`src/rtl/sass_pkg.sv`:
```
// Shared state type and default timing constants for the PWM sample scheduler.
package sass_pkg;

  typedef enum logic [1:0] {
    IDLE,
    GATHER,
    DIVIDE,
    HOLD
  } state_t;

  localparam int         NUM_VOICES      = 4;
  localparam logic [7:0] FRAME_LAST      = 8'd255;
  localparam logic [7:0] GATHER_DEADLINE = 8'd252;

endpackage

```
`src/rtl/voice_avg.sv`:
```
// Combinational floor(acc/nv) for nv = 0..4 using shifts and one constant multiply.
module voice_avg (
  input  logic [9:0] acc,
  input  logic [2:0] nv,
  output logic [7:0] avg
);

  logic [7:0] third;

  // 683/2048 exceeds 1/3 by 1/6144; for acc <= 1020 that never pushes the result past the next integer.
  assign third = 8'((20'(acc) * 20'd683) >> 11);

  always_comb begin
    avg = 8'd0;
    case (nv)
      3'd1:    avg = acc[7:0];
      3'd2:    avg = acc[8:1];
      3'd3:    avg = third;
      3'd4:    avg = acc[9:2];
      default: avg = 8'd0;
    endcase
  end

endmodule

```
`src/rtl/pwm_sample_sched.sv`:
```
// Collects one sample per enabled voice each PWM frame, averages them and
// presents the result to the PWM with a load strobe at the period wrap.
module pwm_sample_sched #(
  parameter int         NUM_VOICES      = sass_pkg::NUM_VOICES,
  parameter logic [7:0] FRAME_LAST      = sass_pkg::FRAME_LAST,
  parameter logic [7:0] GATHER_DEADLINE = sass_pkg::GATHER_DEADLINE
) (
  input  logic        clk,
  input  logic        n_rst,
  input  logic [31:0] sample_i,
  input  logic [3:0]  valid_i,
  input  logic [3:0]  en_i,
  output logic [3:0]  ack_o,
  output logic [7:0]  comb_waveform,
  output logic        ready
);

  import sass_pkg::state_t;
  import sass_pkg::IDLE;
  import sass_pkg::GATHER;
  import sass_pkg::DIVIDE;
  import sass_pkg::HOLD;

  state_t     state, state_next;
  logic [7:0] frame_cnt;
  logic [1:0] ptr, ptr_next;
  logic [9:0] acc, acc_next;
  logic [2:0] nv, nv_next;
  logic [7:0] avg, avg_held;
  logic       cur_en, cur_valid, at_deadline, last_voice, load_point;
  logic       take, voice_done;
  logic [7:0] cur_sample;

  assign cur_en      = en_i[ptr];
  assign cur_valid   = valid_i[ptr];
  assign cur_sample  = sample_i[{ptr, 3'b000} +: 8];
  assign at_deadline = (frame_cnt == GATHER_DEADLINE);
  assign last_voice  = (ptr == 2'(NUM_VOICES - 1));
  // Registered strobe is launched one count early so it is high while frame_cnt == FRAME_LAST.
  assign load_point  = (frame_cnt == FRAME_LAST - 8'd1);

  always_ff @(posedge clk or negedge n_rst) begin
    if (!n_rst) begin
      frame_cnt <= 8'd0;
    end else if (frame_cnt == FRAME_LAST) begin
      frame_cnt <= 8'd0;
    end else begin
      frame_cnt <= frame_cnt + 8'd1;
    end
  end

  always_ff @(posedge clk or negedge n_rst) begin
    if (!n_rst) begin
      state <= IDLE;
    end else begin
      state <= state_next;
    end
  end

  always_comb begin
    state_next = state;
    case (state)
      IDLE:    if (frame_cnt == 8'd0) state_next = GATHER;
      GATHER:  if (at_deadline || (last_voice && voice_done)) state_next = DIVIDE;
      DIVIDE:  state_next = HOLD;
      HOLD:    if (load_point) state_next = IDLE;
      default: state_next = IDLE;
    endcase
  end

  always_comb begin
    // At the deadline only the final voice may still be taken; earlier ones are dropped.
    take       = (state == GATHER) && cur_en && cur_valid && (!at_deadline || last_voice);
    voice_done = !cur_en || take;
    ack_o      = 4'b0000;
    if (take) ack_o[ptr] = 1'b1;
    ptr_next = ptr;
    acc_next = acc;
    nv_next  = nv;
    case (state)
      IDLE: begin
        ptr_next = 2'd0;
        acc_next = 10'd0;
        nv_next  = 3'd0;
      end
      GATHER: begin
        if (take) begin
          ptr_next = ptr + 2'd1;
          acc_next = acc + {2'b00, cur_sample};
          nv_next  = nv + 3'd1;
        end else if (!cur_en) begin
          ptr_next = ptr + 2'd1;
        end
      end
      default: ;
    endcase
  end

  voice_avg u_voice_avg (
    .acc (acc),
    .nv  (nv),
    .avg (avg)
  );

  always_ff @(posedge clk or negedge n_rst) begin
    if (!n_rst) begin
      ptr           <= 2'd0;
      acc           <= 10'd0;
      nv            <= 3'd0;
      avg_held      <= 8'd0;
      comb_waveform <= 8'd0;
      ready         <= 1'b0;
    end else begin
      ptr   <= ptr_next;
      acc   <= acc_next;
      nv    <= nv_next;
      ready <= (state == HOLD) && load_point;
      if (state == DIVIDE) avg_held <= avg;
      if ((state == HOLD) && load_point) comb_waveform <= avg_held;
    end
  end

endmodule

```
`config.mk`:
```
export PLATFORM = sky130hd
export DESIGN_NAME = pwm_sample_sched
export DESIGN_NICKNAME = d
export VERILOG_FILES = /design/src/rtl/sass_pkg.sv /design/src/rtl/voice_avg.sv /design/src/rtl/pwm_sample_sched.sv
export SDC_FILE = /design/constraint.sdc
export NUM_CORES = 1
export LEC_CHECK = 0
export ABC_AREA = 1
export ABC_CLOCK_PERIOD_IN_PS = 3790
export CORE_ASPECT_RATIO = 1.5
export CORE_MARGIN = 2
export CORE_UTILIZATION = 55
export DETAILED_ROUTE_END_ITERATION = 10
export DONT_BUFFER_PORTS = 1
export GPL_ROUTABILITY_DRIVEN = 0
export GPL_TIMING_DRIVEN = 1
export PLACE_DENSITY = 0.76
export SYNTH_ARGS = -nofsm -noshare
export SYNTH_HDL_FRONTEND = slang
export SYNTH_SLANG_ARGS = --single-unit
```
`constraint.sdc`:
```
create_clock -name clk -period 3.79 [get_ports clk]
set_clock_uncertainty 0.15 [all_clocks]
set_input_delay 0.379 -clock clk [delete_from_list [all_inputs] [get_ports clk]]
set_output_delay 0.379 -clock clk [all_outputs]
set_load 0.05 [all_outputs]
```
==> metrics.md, run 1 <==
| Metric | Value |
|---|---|
| Fillers | `688` |
| Die area | `roughly 9300 um^2` |
| Clock Sinks | `42` |
| Max_slew headroom | `between 50% and 60%` |
| GRT Total Usage | `28.9%` |
| Post-DP Area | `5220 um^2` |
| CP Max Fanout | `4` |
| Initial DRC count | `around 190` |
| Final number of hold-violating endpoints | `0` |
| Nature of the critical path endpoint | `flop` |
| Worst setup path category | `reg2reg` |
| Starting Density | `between 50% and 60%` |
| Worst skew pair latency | `0.29 ns` |
| Post-Layout Cell Count | `764` |
| Gate Count Post-Synth | `between 600 and 700` |
| Clk pin slew, worst setup/hold paths | `approximately 0.060 ns` |
| Port Buffers | `0` |
| Post-Syn Area | `roughly 4700 um^2` |
| Outcome | `finished, violations left` |
| Power, Total | `roughly 0.00092 W` |
| Via Count | `4412` |
| Setup violators final | `8` |
| Tmin final | `4.05 ns` |
| Post-Syn Nets | `~770` |
| Total negative slack | `-1.61 ns` |
| Max VDD drop | `between 0.2 and 0.3 mV` |
| Die width | `79.3 um` |
| Vias in the first global route | `4625` |
| Rows | `41` |
| Largest net degree at the start of global routing | `43` |
| Pre-antenna DRT Iters | `4` |
| Cell Count Post-Placement | `751` |
| Synthesis-stage register bit count | `42` |
| Startpoint type of the worst setup path | `flop` |
| Worst-Margin Slew | `slightly above 0.6 ns` |
| Flop pwr share | `between 40% and 50%` |
| Most frequent CP cell | `nand2_1` |
| Layout cells sized above 1 | `19.9%` |
| Final instance area | `5680 um^2` |
| Min setup slack post-route | `-0.265 ns` |
| FFs w/ async S/R, synth | `100%` |
| DP Wirelength | `10.0 mm` |
| Leakage | `3.06 nW` |
| Internal power | `~0.00071 W` |
| CTS tree | `yes` |
| Routed Antenna Nets | `0` |
| Via density | `between 5 and 6` |
| Sequential element share of the synthesized area | `22.5%` |
| Commonest non-fill, non-tap cell in the layout | `nand2_1` |
| Area Overhead vs Synth | `21.6%` |
| Sw Pwr | `0.000215 W` |
| Logic pwr share | `3.7%` |
| Pwr/cell area | `162 nW/um^2` |
| CTS root buffer | `clkbuf_16` |
| Maximum buffer depth of the clock tree | `2` |
| EDFF count, synth | `0` |
| # DRC | `0` |
| Max-slew violation count | `0` |
| Final Util | `68.4%` |
| Routed WL | `13.1 mm` |
| CTS Buf Count | `5` |
| Main synth FF type | `dfrtp_1` |
| Post-synthesis cell type count | `36` |
| Commonest cells after routing, fill and taps aside | `nand2_1 (132), inv_1 (87), ha_1 (61), nor2_1 (39), buf_4 (38)` |
| Die Y | `117 um` |
| Hold crit path type | `reg2reg` |
| Core Area | `around 8300 um^2` |
| N_diodes | `0` |
| Failing checks | `setup timing` |
| Warnings, synthesis | `0` |
| Mean Syn Cell Area | `7.54 um^2` |
| Period utilization | `107%` |
| Routed wire per std cell | `roughly 17 um` |
| Sw frac | `about a quarter` |
| Unrepaired setup endpoints after global routing | `yes` |
| Worst path max stage delay | `0.55 ns` |
| Max-Cap Viols | `0` |
| Nets | `802` |
| Crit path required time | `3.82 ns` |
| Number of I/O pins | `between 50 and 60` |
| Grt total ovfl | `0` |
| Htree depth | `2` |
| First-pass GRT wire length | `~21 mm` |
| Highest Clock Rate | `247 MHz` |
| Slowest CP cell | `fa_1` |
| Critical-path cell list | `ha_4 > ha_4 > fa_1 > inv_2 > fa_1 > fa_1 > inv_2 > ha_4 > nand2_4 > o21ai_2 > inv_1 > nand2_1 > nand2_1 > nand2_1 > nand2_1 > nand3_2 > nand2_1 > nand2_1 > nand2_1` |
| Worst path arrival time | `4.08 ns` |
| Clock power share | `47.7%` |
| Initial antenna violation count | `0` |
-- state kept, by name, indices dropped and copies added, names as in the netlist --
name,count
frame_cnt,8
avg_held,8
ready,1
comb_waveform,8
nv,3
acc,10
ptr,2
state,2
-- synthesized netlist by cell type, drive strengths merged (2+ instances only) --
cell type,count,share of area (%)
a21oi,38,4.1
a221oi,2,0.37
buf,7,1.1
clkbuf,5,0.40
dfrtp,42,22
fa,22,9.4
ha,82,22
inv,96,7.7
nand2,144,12
nand3,34,3.6
nand4,8,1.2
nor2,46,3.7
nor3,8,1.1
nor4,3,0.40
o21ai,43,4.7
o21bai,2,0.32
o22ai,17,2.3
or2,5,0.67
xnor2,3,0.56
xor2,5,0.94
-- critical path, delay by kind of cell (launching register included) --
family,cells,cell delay (ns)
buffers and inverters,3,0.16
AND/OR/NAND/NOR,9,0.60
flip-flops,1,0.45
adder cells (fa/ha/maj),6,2.40
AO/OA/AOI/OAI,1,0.18
-- logic make-up after synthesis --
kind of cell	count (synthesis)	synth area share (%)
compound gates	107	12.6
xor+xnor	8	1.50
fa+ha+maj	104	31.4
buf+inv	109	9.32
flops	42	22.5
simple gates	250	22.8
-- final timing paths --
kind / cells after the start / start / to / slack [ns]
max reg2reg: 19 / acc[2]$_DFFE_PN0P_ / avg_held[7]$_DFFE_PN0P_ / -0.26
min in group asynchronous: 2 / n_rst / comb_waveform[3]$_DFFE_PN0P_ / 0.43
min reg2reg: 2 / avg_held[3]$_DFFE_PN0P_ / comb_waveform[3]$_DFFE_PN0P_ / 0.34
max in group asynchronous: 2 / n_rst / acc[4]$_DFFE_PN0P_ / 2.83
min: 2 / avg_held[3]$_DFFE_PN0P_ / comb_waveform[3]$_DFFE_PN0P_ / 0.34
max: 19 / acc[2]$_DFFE_PN0P_ / avg_held[7]$_DFFE_PN0P_ / -0.26
-- power groups by stage --
| stage | clock network (W) | registers, W | logic, W |
|---|---|---|---|
| after floorplan | 0 | 0.000457 | 0.0000173 |
| after global placement | 0 | 0.000457 | 0.0000203 |
| after detailed placement | 0 | 0.000457 | 0.0000216 |
| after CTS | 0.000444 | 0.000448 | 0.0000346 |
| after global routing | 0.000456 | 0.000448 | 0.0000390 |
| final | 0.000440 | 0.000448 | 0.0000343 |
-- through the flow --
| stage | worst slack [ns] | hold slack, ns |
|---|---|---|
| floorplan | -0.00313 | -0.0666 |
| global placement | -0.215 | -0.0658 |
| detailed placement | -0.335 | -0.0659 |
| CTS | -0.234 | 0.337 |
| global route | -0.379 | 0.356 |
| finish | -0.265 | 0.337 |
-- layer usage --
layer / vias up / routed length (um) / GRT usage (%)
li1: 2108 / - / -
met1: 2127 / 4830 / 30.0
met3: 50 / 415 / 3.37
met5: - / 0 / 0
met4: 0 / 672 / 16.2
met2: 127 / 7160 / 55.7
-- area by class of cell --
| class | count | area, um^2 | share of cell area, % |
|---|---|---|---|
| multi-input combinational | 469 | 3650 | 64.2 |
| sequential | 42 | 1060 | 18.6 |
| inverter | 97 | 367 | 6.45 |
| timing repair buffer | 41 | 327 | 5.75 |
| tap | 107 | 134 | 2.36 |
| clock buffer | 5 | 125 | 2.20 |
| clock inverter | 3 | 25.0 | 0.440 |
-- what timing repair did --
item | 4_1_cts | 5_1_grt
endpoints found under the setup margin | 8 | 8
gates cloned | 0 | 0
hold buffers | 2 | 0
hold endpoints to repair | 42 | 0
gates resized for setup | 37 | 23
pin swaps | 16 | 9
setup buffers | 3 | 0
Power figures use the tool's default switching activity.
==> run 2: changes to the inputs <==
--- a/config.mk
+++ b/config.mk
@@ -5,7 +5,6 @@
 export SDC_FILE = /design/constraint.sdc
 export NUM_CORES = 1
 export LEC_CHECK = 0
-export ABC_AREA = 1
 export ABC_CLOCK_PERIOD_IN_PS = 3790
 export CORE_ASPECT_RATIO = 1.5
 export CORE_MARGIN = 2
@@ -13,7 +12,6 @@
 export DETAILED_ROUTE_END_ITERATION = 10
 export DONT_BUFFER_PORTS = 1
 export GPL_ROUTABILITY_DRIVEN = 0
-export GPL_TIMING_DRIVEN = 1
 export PLACE_DENSITY = 0.76
 export SYNTH_ARGS = -nofsm -noshare
 export SYNTH_HDL_FRONTEND = slang
==> metrics.md, run 2 <==
| Metric | Value |
|---|---|
| Worst setup path category | `reg2reg (unchanged)` |
| Pwr/cell area | `915 nW/um^2 (was 162 nW/um^2)` |
| Min Hold Slack | `0.350 ns (was 0.337 ns)` |
| Internal power | `0.00276 W (was 0.000707 W)` |
| Startpoint type of the worst setup path | `flop (unchanged)` |
| Max-Cap Viols | `0 (unchanged)` |
| Sw Pwr | `0.00238 W (was 0.000215 W)` |
| Largest register FFs | `10 (unchanged)` |
| Die width | `77.4 um (was 79.3 um)` |
| Warnings, synthesis | `0 (unchanged)` |
| Synth top area cells | `dfrtp_1 (24%), ha_1 (23%), fa_1 (9.9%) (was dfrtp_1 (22%), ha_1 (22%), nand2_1 (11%))` |
| Post-synth top area share | `23.6% (was 22.5%)` |
| Worst-Margin Slew | `0.705 ns (was 0.615 ns)` |
| Clk pin slew, worst setup/hold paths | `0.06 ns (about the same)` |
| Clock Sinks | `42 (unchanged)` |
| Vias in the first global route | `3844 (was 4625)` |
| Min setup slack post-route | `-0.486 ns (was -0.265 ns)` |
| Sw frac | `46.3% (was 23.3%)` |
| CTS root buffer | `clkbuf_16 (unchanged)` |
| Crit path required time | `3.84 ns (was 3.82 ns)` |
| Leakage | `2.63 nW (was 3.06 nW)` |
| Worst path max stage delay | `0.50 ns (was 0.55 ns)` |
| Via density | `5.85 (was 5.77)` |
| CTS tree | `yes (unchanged)` |
| Die Y | `114 um (was 117 um)` |
| Critical-path cell list | `ha_4 > ha_4 > inv_2 > fa_1 > inv_1 > fa_1 > inv_1 > fa_1 > inv_2 > ha_4 > nand4_1 > nor2_2 > a32oi_4 > a21boi_2 > mux2_4 > o211ai_1 (was ha_4 > ha_4 > fa_1 > inv_2 > fa_1 > fa_1 > inv_2 > ha_4 > nand2_4 > o21ai_2 > inv_1 > nand2_1 > nand2_1 > nand2_1 > nand2_1 > nand3_2 > nand2_1 > nand2_1 > nand2_1)` |
| Htree depth | `2 (unchanged)` |
| Power, Total | `0.00515 W (was 0.000922 W)` |
| Flop2flop setup slack | `-0.49 ns (was -0.26 ns)` |
| Routed WL | `11.1 mm (was 13.1 mm)` |
| Slowest CP cell | `fa_1 (unchanged)` |
| Worst skew pair latency | `0.29 ns (about the same)` |
| Post-synthesis cell type count | `44 (was 36)` |
| Reg-to-reg startpoint | `acc[7]$_DFFE_PN0P_ (was acc[2]$_DFFE_PN0P_)` |
| Worst path arrival time | `4.33 ns (was 4.08 ns)` |
| Final Util | `71.2% (was 68.4%)` |
| Most frequent cell after synthesis | `ha_1 (was nand2_1)` |
| Flop pwr share | `13.0% (was 48.6%)` |
| Max VDD drop | `0.640 mV (was 0.265 mV)` |
| Layout cells sized above 1 | `28.1% (was 19.9%)` |
| Post-Syn Area | `4450 um^2 (was 4670 um^2)` |
| Mean Syn Cell Area | `9.66 um^2 (was 7.54 um^2)` |
| Area Overhead vs Synth | `26.6% (was 21.6%)` |
| R2R cell count | `16 (was 19)` |
| Post-synth top cells | `ha_1 (82), inv_1 (60), dfrtp_1 (42) (was nand2_1 (141), inv_1 (96), ha_1 (82))` |
| Sequential element share of the synthesized area | `23.6% (was 22.5%)` |
| Routed wire per std cell | `17.9 um (was 17.1 um)` |
| Via Count | `3611 (was 4412)` |
| Max_slew headroom | `53.0% (was 58.9%)` |
| Period utilization | `113% (was 107%)` |
| Initial antenna violation count | `0 (unchanged)` |
| Number of I/O pins | `55 (unchanged)` |
| # DRC | `0 (unchanged)` |
| Final number of hold-violating endpoints | `0 (unchanged)` |
| Critical R2R Capture | `avg_held[4]$_DFFE_PN0P_ (was avg_held[7]$_DFFE_PN0P_)` |
| Commonest non-fill, non-tap cell in the layout | `ha_1 (was nand2_1)` |
| Worst setup endpoint | `avg_held[4]$_DFFE_PN0P_ (was avg_held[7]$_DFFE_PN0P_)` |
| Initial DRC count | `188 (was 186)` |
| Nature of the critical path endpoint | `flop (unchanged)` |
| GRT Total Usage | `25.9% (was 28.9%)` |
| Tmin final | `4.28 ns (was 4.05 ns)` |
| Logic pwr share | `77.5% (was 3.7%)` |
| DP Wirelength | `8.32 mm (was 10.0 mm)` |
| Core Area | `7910 um^2 (was 8310 um^2)` |
| N_diodes | `0 (unchanged)` |
| Die area | `8830 um^2 (was 9270 um^2)` |
| Unrepaired setup endpoints after global routing | `yes (unchanged)` |
| Largest net degree at the start of global routing | `43 (unchanged)` |
| Starting Density | `56.2% (about the same)` |
| Outcome | `finished, violations left (unchanged)` |
| Main synth FF type | `dfrtp_1 (unchanged)` |
| Max-slew violation count | `0 (unchanged)` |
| Port Buffers | `0 (unchanged)` |
| Largest reg by FF count | `acc (unchanged)` |
| Nets | `657 (was 802)` |
| Gate Count Post-Synth | `460 (was 620)` |
| Synthesis-stage register bit count | `42 (unchanged)` |
| Highest Clock Rate | `234 MHz (was 247 MHz)` |
| Commonest cells after routing, fill and taps aside | `ha_1 (57), inv_1 (53), buf_4 (49), dfrtp_1 (34), nand2_1 (31) (was nand2_1 (132), inv_1 (87), ha_1 (61), nor2_1 (39), buf_4 (38))` |
| FFs w/ async S/R, synth | `100% (unchanged)` |
| Post-synth top area cell | `dfrtp_1 (unchanged)` |
| Failing checks | `setup timing (unchanged)` |
| Setup violators final | `8 (unchanged)` |
| Maximum buffer depth of the clock tree | `2 (unchanged)` |
| Rows | `40 (was 41)` |
| Post-Syn Nets | `606 (was 766)` |
| CTS Buf Count | `5 (unchanged)` |
| Hold crit path type | `reg2reg (unchanged)` |
| EDFF count, synth | `0 (unchanged)` |
| CP Max Fanout | `3 (was 4)` |
| Dpl ws | `-0.555 ns (was -0.335 ns)` |
| Clock power share | `9.5% (was 47.7%)` |
| Grt total ovfl | `0 (unchanged)` |
| Critical Path Start | `acc[7]$_DFFE_PN0P_ (was acc[2]$_DFFE_PN0P_)` |
| First-pass GRT wire length | `17.9 mm (was 20.9 mm)` |
| Routed Antenna Nets | `0 (unchanged)` |
| Pre-antenna DRT Iters | `5 (was 4)` |
==> run 2: worst min-delay path by stage <==
stage,start,to,depth (start not counted)
after floorplan,n_rst,acc[0]$_DFFE_PN0P_,0
after global placement,n_rst,frame_cnt[2]$_DFF_PN0_,0
after detailed placement,n_rst,frame_cnt[3]$_DFF_PN0_,0
after CTS,avg_held[6]$_DFFE_PN0P_,comb_waveform[6]$_DFFE_PN0P_,1
after global routing,avg_held[6]$_DFFE_PN0P_,comb_waveform[6]$_DFFE_PN0P_,1
final,avg_held[6]$_DFFE_PN0P_,comb_waveform[6]$_DFFE_PN0P_,1
==> run 2: kinds of logic after synthesis <==
family	Yosys count	share of synthesized area [%]
AOI/OAI and AO/OA	106	14.6
buffers and inverters	70	6.05
adders and majority gates	104	33.0
muxes	23	8.36
DFF	42	23.6
and+or+nand+nor	96	10.6
xor gates and xnor gates	19	3.74
==> run 2: area by class of cell <==
cell class	count	area [um^2]
inverter	60	225
timing repair buffer	54	449
clock inverter	2	37.5
tap	105	131
fill	583	2280
sequential	42	1060
clock buffer	6	129
multi-input combinational	348	3600
==> run 2: critical path: cells and delay by family (launching register included) <==
kind | cells | cell delay [ns]
fa+ha+maj | 6 | 2.26
compound gates | 3 | 0.53
flops | 1 | 0.43
simple gates | 2 | 0.33
mux | 1 | 0.32
buf+inv | 4 | 0.18
==> run 2: what timing repair did <==
item,CTS,global route
buffers inserted,9,6
resized for setup,40,7
pin swaps,32,19
endpoints found under the hold margin,42,0
hold buffers,2,0
setup endpoints to repair,8,8
==> run 2: metal layers <==
layer,global-route usage (%),up-vias,wire (um)
li1,-,1727,-
met1,28.9,1759,4180
met2,48.2,92,6110
met3,2.68,33,282
met4,13.6,0,500
met5,0,-,0
==> run 2: metrics by stage <==
stage	TNS (ns)	cells	area, um^2
3_3_place_gp	-2.93	594	5030
4_1_cts	-2.69	612	5550
2_1_floorplan	-0.925	460	4640
3_5_place_dp	-3.42	594	5030
6_report	-3.24	617	5630
5_1_grt	-4.14	617	5630
==> run 2: power by group through the flow <==
stage	Clock, W	Sequential [W]	Combinational [W]
after floorplan	0	0.000681	0.00226
after global placement	0	0.000672	0.00309
after detailed placement	0	0.000678	0.00319
after CTS	0.000490	0.000672	0.00370
after global routing	0.000507	0.000686	0.00437
final	0.000487	0.000670	0.00399
==> run 3: changes to the inputs <==
--- a/config.mk
+++ b/config.mk
@@ -13,6 +13,7 @@
 export DONT_BUFFER_PORTS = 1
 export GPL_ROUTABILITY_DRIVEN = 0
 export PLACE_DENSITY = 0.76
+export REMOVE_ABC_BUFFERS = 1
 export SYNTH_ARGS = -nofsm -noshare
 export SYNTH_HDL_FRONTEND = slang
 export SYNTH_SLANG_ARGS = --single-unit
==> metrics.md, run 3 (synthesis results as in run 2) <==
| Metric | Value |
|---|---|
| Tmin final | `4.37 ns (was 4.28 ns)` |
| Hold crit path type | `reg2reg (unchanged)` |
| Clk pin slew, worst setup/hold paths | `0.06 ns (about the same)` |
| DP Wirelength | `8.27 mm (was 8.32 mm)` |
| Flop pwr share | `13.2% (was 13.0%)` |
| R2R cell count | `17 (was 16)` |
| Commonest cells after routing, fill and taps aside | `ha_1 (62), inv_1 (53), buf_4 (46), dfrtp_1 (39), nand2_1 (30) (was ha_1 (57), inv_1 (53), buf_4 (49), dfrtp_1 (34), nand2_1 (31))` |
| Maximum buffer depth of the clock tree | `2 (unchanged)` |
| GRT Total Usage | `25.8% (was 25.9%)` |
| Rows | `40 (unchanged)` |
| Dpl ws | `-0.748 ns (was -0.555 ns)` |
| Vias in the first global route | `3928 (was 3844)` |
| Sw Pwr | `0.00237 W (was 0.00238 W)` |
| Worst skew pair latency | `0.29 ns (about the same)` |
| Starting Density | `56.2% (unchanged)` |
| Critical Path Start | `acc[6]$_DFFE_PN0P_ (was acc[7]$_DFFE_PN0P_)` |
| Total negative slack | `-3.65 ns (was -3.24 ns)` |
| Flop2flop setup slack | `-0.58 ns (was -0.49 ns)` |
| Critical R2R Capture | `avg_held[4]$_DFFE_PN0P_ (unchanged)` |
| Pwr/cell area | `922 nW/um^2 (was 915 nW/um^2)` |
| Crit path required time | `3.85 ns (was 3.84 ns)` |
| Routed WL | `11.3 mm (was 11.1 mm)` |
| Min setup slack post-route | `-0.577 ns (was -0.486 ns)` |
| Outcome | `finished, violations left (unchanged)` |
| Initial DRC count | `173 (was 188)` |
| Highest Clock Rate | `229 MHz (was 234 MHz)` |
| Worst-Margin Slew | `0.704 ns (was 0.705 ns)` |
| Logic pwr share | `78.0% (was 77.5%)` |
| Leakage | `2.60 nW (was 2.63 nW)` |
| Reg-to-reg startpoint | `acc[6]$_DFFE_PN0P_ (was acc[7]$_DFFE_PN0P_)` |
| Htree depth | `2 (unchanged)` |
| Failing checks | `setup timing (unchanged)` |
| Routed wire per std cell | `18.5 um (was 17.9 um)` |
| Period utilization | `115% (was 113%)` |
| Setup violators final | `8 (unchanged)` |
| Via Count | `3696 (was 3611)` |
| Die area | `8830 um^2 (unchanged)` |
| Pre-antenna DRT Iters | `6 (was 5)` |
| CTS root buffer | `clkbuf_16 (unchanged)` |
| Unrepaired setup endpoints after global routing | `yes (unchanged)` |
| CP Max Fanout | `4 (was 3)` |
| # DRC | `0 (unchanged)` |
| Max-slew violation count | `0 (unchanged)` |
| Clock power share | `8.7% (was 9.5%)` |
| Die width | `77.4 um (unchanged)` |
| Nature of the critical path endpoint | `flop (unchanged)` |
| Via density | `6.02 (was 5.85)` |
| Largest reg by FF count | `acc (unchanged)` |
| Initial antenna violation count | `0 (unchanged)` |
| Worst setup path category | `reg2reg (unchanged)` |
| Layout cells sized above 1 | `24.8% (was 28.1%)` |
| N_diodes | `0 (unchanged)` |
| Sw frac | `47.2% (was 46.3%)` |
| Internal power | `0.00265 W (was 0.00276 W)` |
| Max VDD drop | `0.494 mV (was 0.640 mV)` |
| Port Buffers | `0 (unchanged)` |
| Number of I/O pins | `55 (unchanged)` |
| Max-Cap Viols | `0 (unchanged)` |
| Min Hold Slack | `0.348 ns (was 0.350 ns)` |
| Clock Sinks | `42 (unchanged)` |
| Routed Antenna Nets | `0 (unchanged)` |
| Largest register FFs | `10 (unchanged)` |
| Worst setup endpoint | `avg_held[4]$_DFFE_PN0P_ (unchanged)` |
| CTS tree | `yes (unchanged)` |
| First-pass GRT wire length | `18.0 mm (was 17.9 mm)` |
| Commonest non-fill, non-tap cell in the layout | `ha_1 (unchanged)` |
| Grt total ovfl | `0 (unchanged)` |
| Die Y | `114 um (unchanged)` |
| Startpoint type of the worst setup path | `flop (unchanged)` |
| Post-Layout Cell Count | `614 (was 617)` |
| Max_slew headroom | `53.1% (was 53.0%)` |
| Final number of hold-violating endpoints | `0 (unchanged)` |
| Cell Count Post-Placement | `598 (was 594)` |
| Worst path arrival time | `4.42 ns (was 4.33 ns)` |
| Largest net degree at the start of global routing | `43 (unchanged)` |
| Area Overhead vs Synth | `22.6% (was 26.6%)` |
| Fillers | `600 (was 583)` |
| Nets | `654 (was 657)` |
| Core Area | `7910 um^2 (unchanged)` |
| CTS Buf Count | `5 (unchanged)` |
run 3: layout make-up:
class | instances | area (um^2) | area share [%]
Clock buffer | 5 | 125 | 2.30
Clock inverter | 3 | 23.8 | 0.436
Inverter | 60 | 225 | 4.13
Multi-Input combinational cell | 348 | 3480 | 63.9
Sequential cell | 42 | 1050 | 19.4
Tap cell | 105 | 131 | 2.41
Timing Repair Buffer | 51 | 409 | 7.51
run 3: repair_timing:
action / 4_1_cts / 5_1_grt
hold buffers: 2 / 0
hold endpoints to repair: 42 / 0
buffers inserted: 5 / 1
gates resized for setup: 46 / 15
endpoints found under the setup margin: 8 / 8
pin swaps: 37 / 16
run 3: worst min-delay path by stage:
stage,slack [ns],end,cells past startpoint,from
after floorplan,-0.07,acc[0]$_DFFE_PN0P_,0,n_rst
after global placement,-0.07,comb_waveform[0]$_DFFE_PN0P_,0,n_rst
after detailed placement,-0.07,frame_cnt[2]$_DFF_PN0_,0,n_rst
after CTS,0.35,comb_waveform[6]$_DFFE_PN0P_,1,avg_held[6]$_DFFE_PN0P_
after global routing,0.37,comb_waveform[6]$_DFFE_PN0P_,1,avg_held[6]$_DFFE_PN0P_
final,0.35,comb_waveform[6]$_DFFE_PN0P_,1,avg_held[6]$_DFFE_PN0P_
run 3: worst max-delay path: stages (launching register included):
cell      delay, ns
dfrtp_2        0.45
buf_6          0.13
ha_4           0.15
ha_4           0.25
inv_2          0.03
fa_1           0.49
inv_2          0.04
fa_1           0.49
inv_1          0.05
fa_1           0.50
inv_2          0.05
ha_4           0.27
nand4_1        0.20
nor2_4         0.21
a32oi_4        0.15
a21boi_4       0.18
mux2_4         0.32
o211ai_1       0.16
run 3: layer usage:
metal | vias up | GRT usage, % | part of all wire [%]
met2 | 116 | 48.4 | 55
met5 | - | 0 | 0
met4 | 0 | 13.9 | 5.2
li1 | 1722 | - | -
met1 | 1810 | 27.8 | 36
met3 | 48 | 3.23 | 3.5
run 3: through the flow:
stage / utilization [%] / total power [W] / area (um^2)
final: 68.9 / 0.00502 / 5450
after detailed placement: 61.4 / 0.00358 / 4860
after global routing: 68.9 / 0.00539 / 5450
after global placement: 61.4 / 0.00346 / 4860
after floorplan: - / 0.00262 / 4400
after CTS: 68.2 / 0.00462 / 5390
run 3: power by group through the flow:
| stage | Combinational [W] | Sequential [W] | Clock, W |
|---|---|---|---|
| after floorplan | 0.00194 | 0.000679 | 0 |
| after global placement | 0.00282 | 0.000637 | 0 |
| after detailed placement | 0.00293 | 0.000646 | 0 |
| after CTS | 0.00352 | 0.000664 | 0.000438 |
| after global routing | 0.00425 | 0.000681 | 0.000457 |
| final | 0.00392 | 0.000665 | 0.000439 |
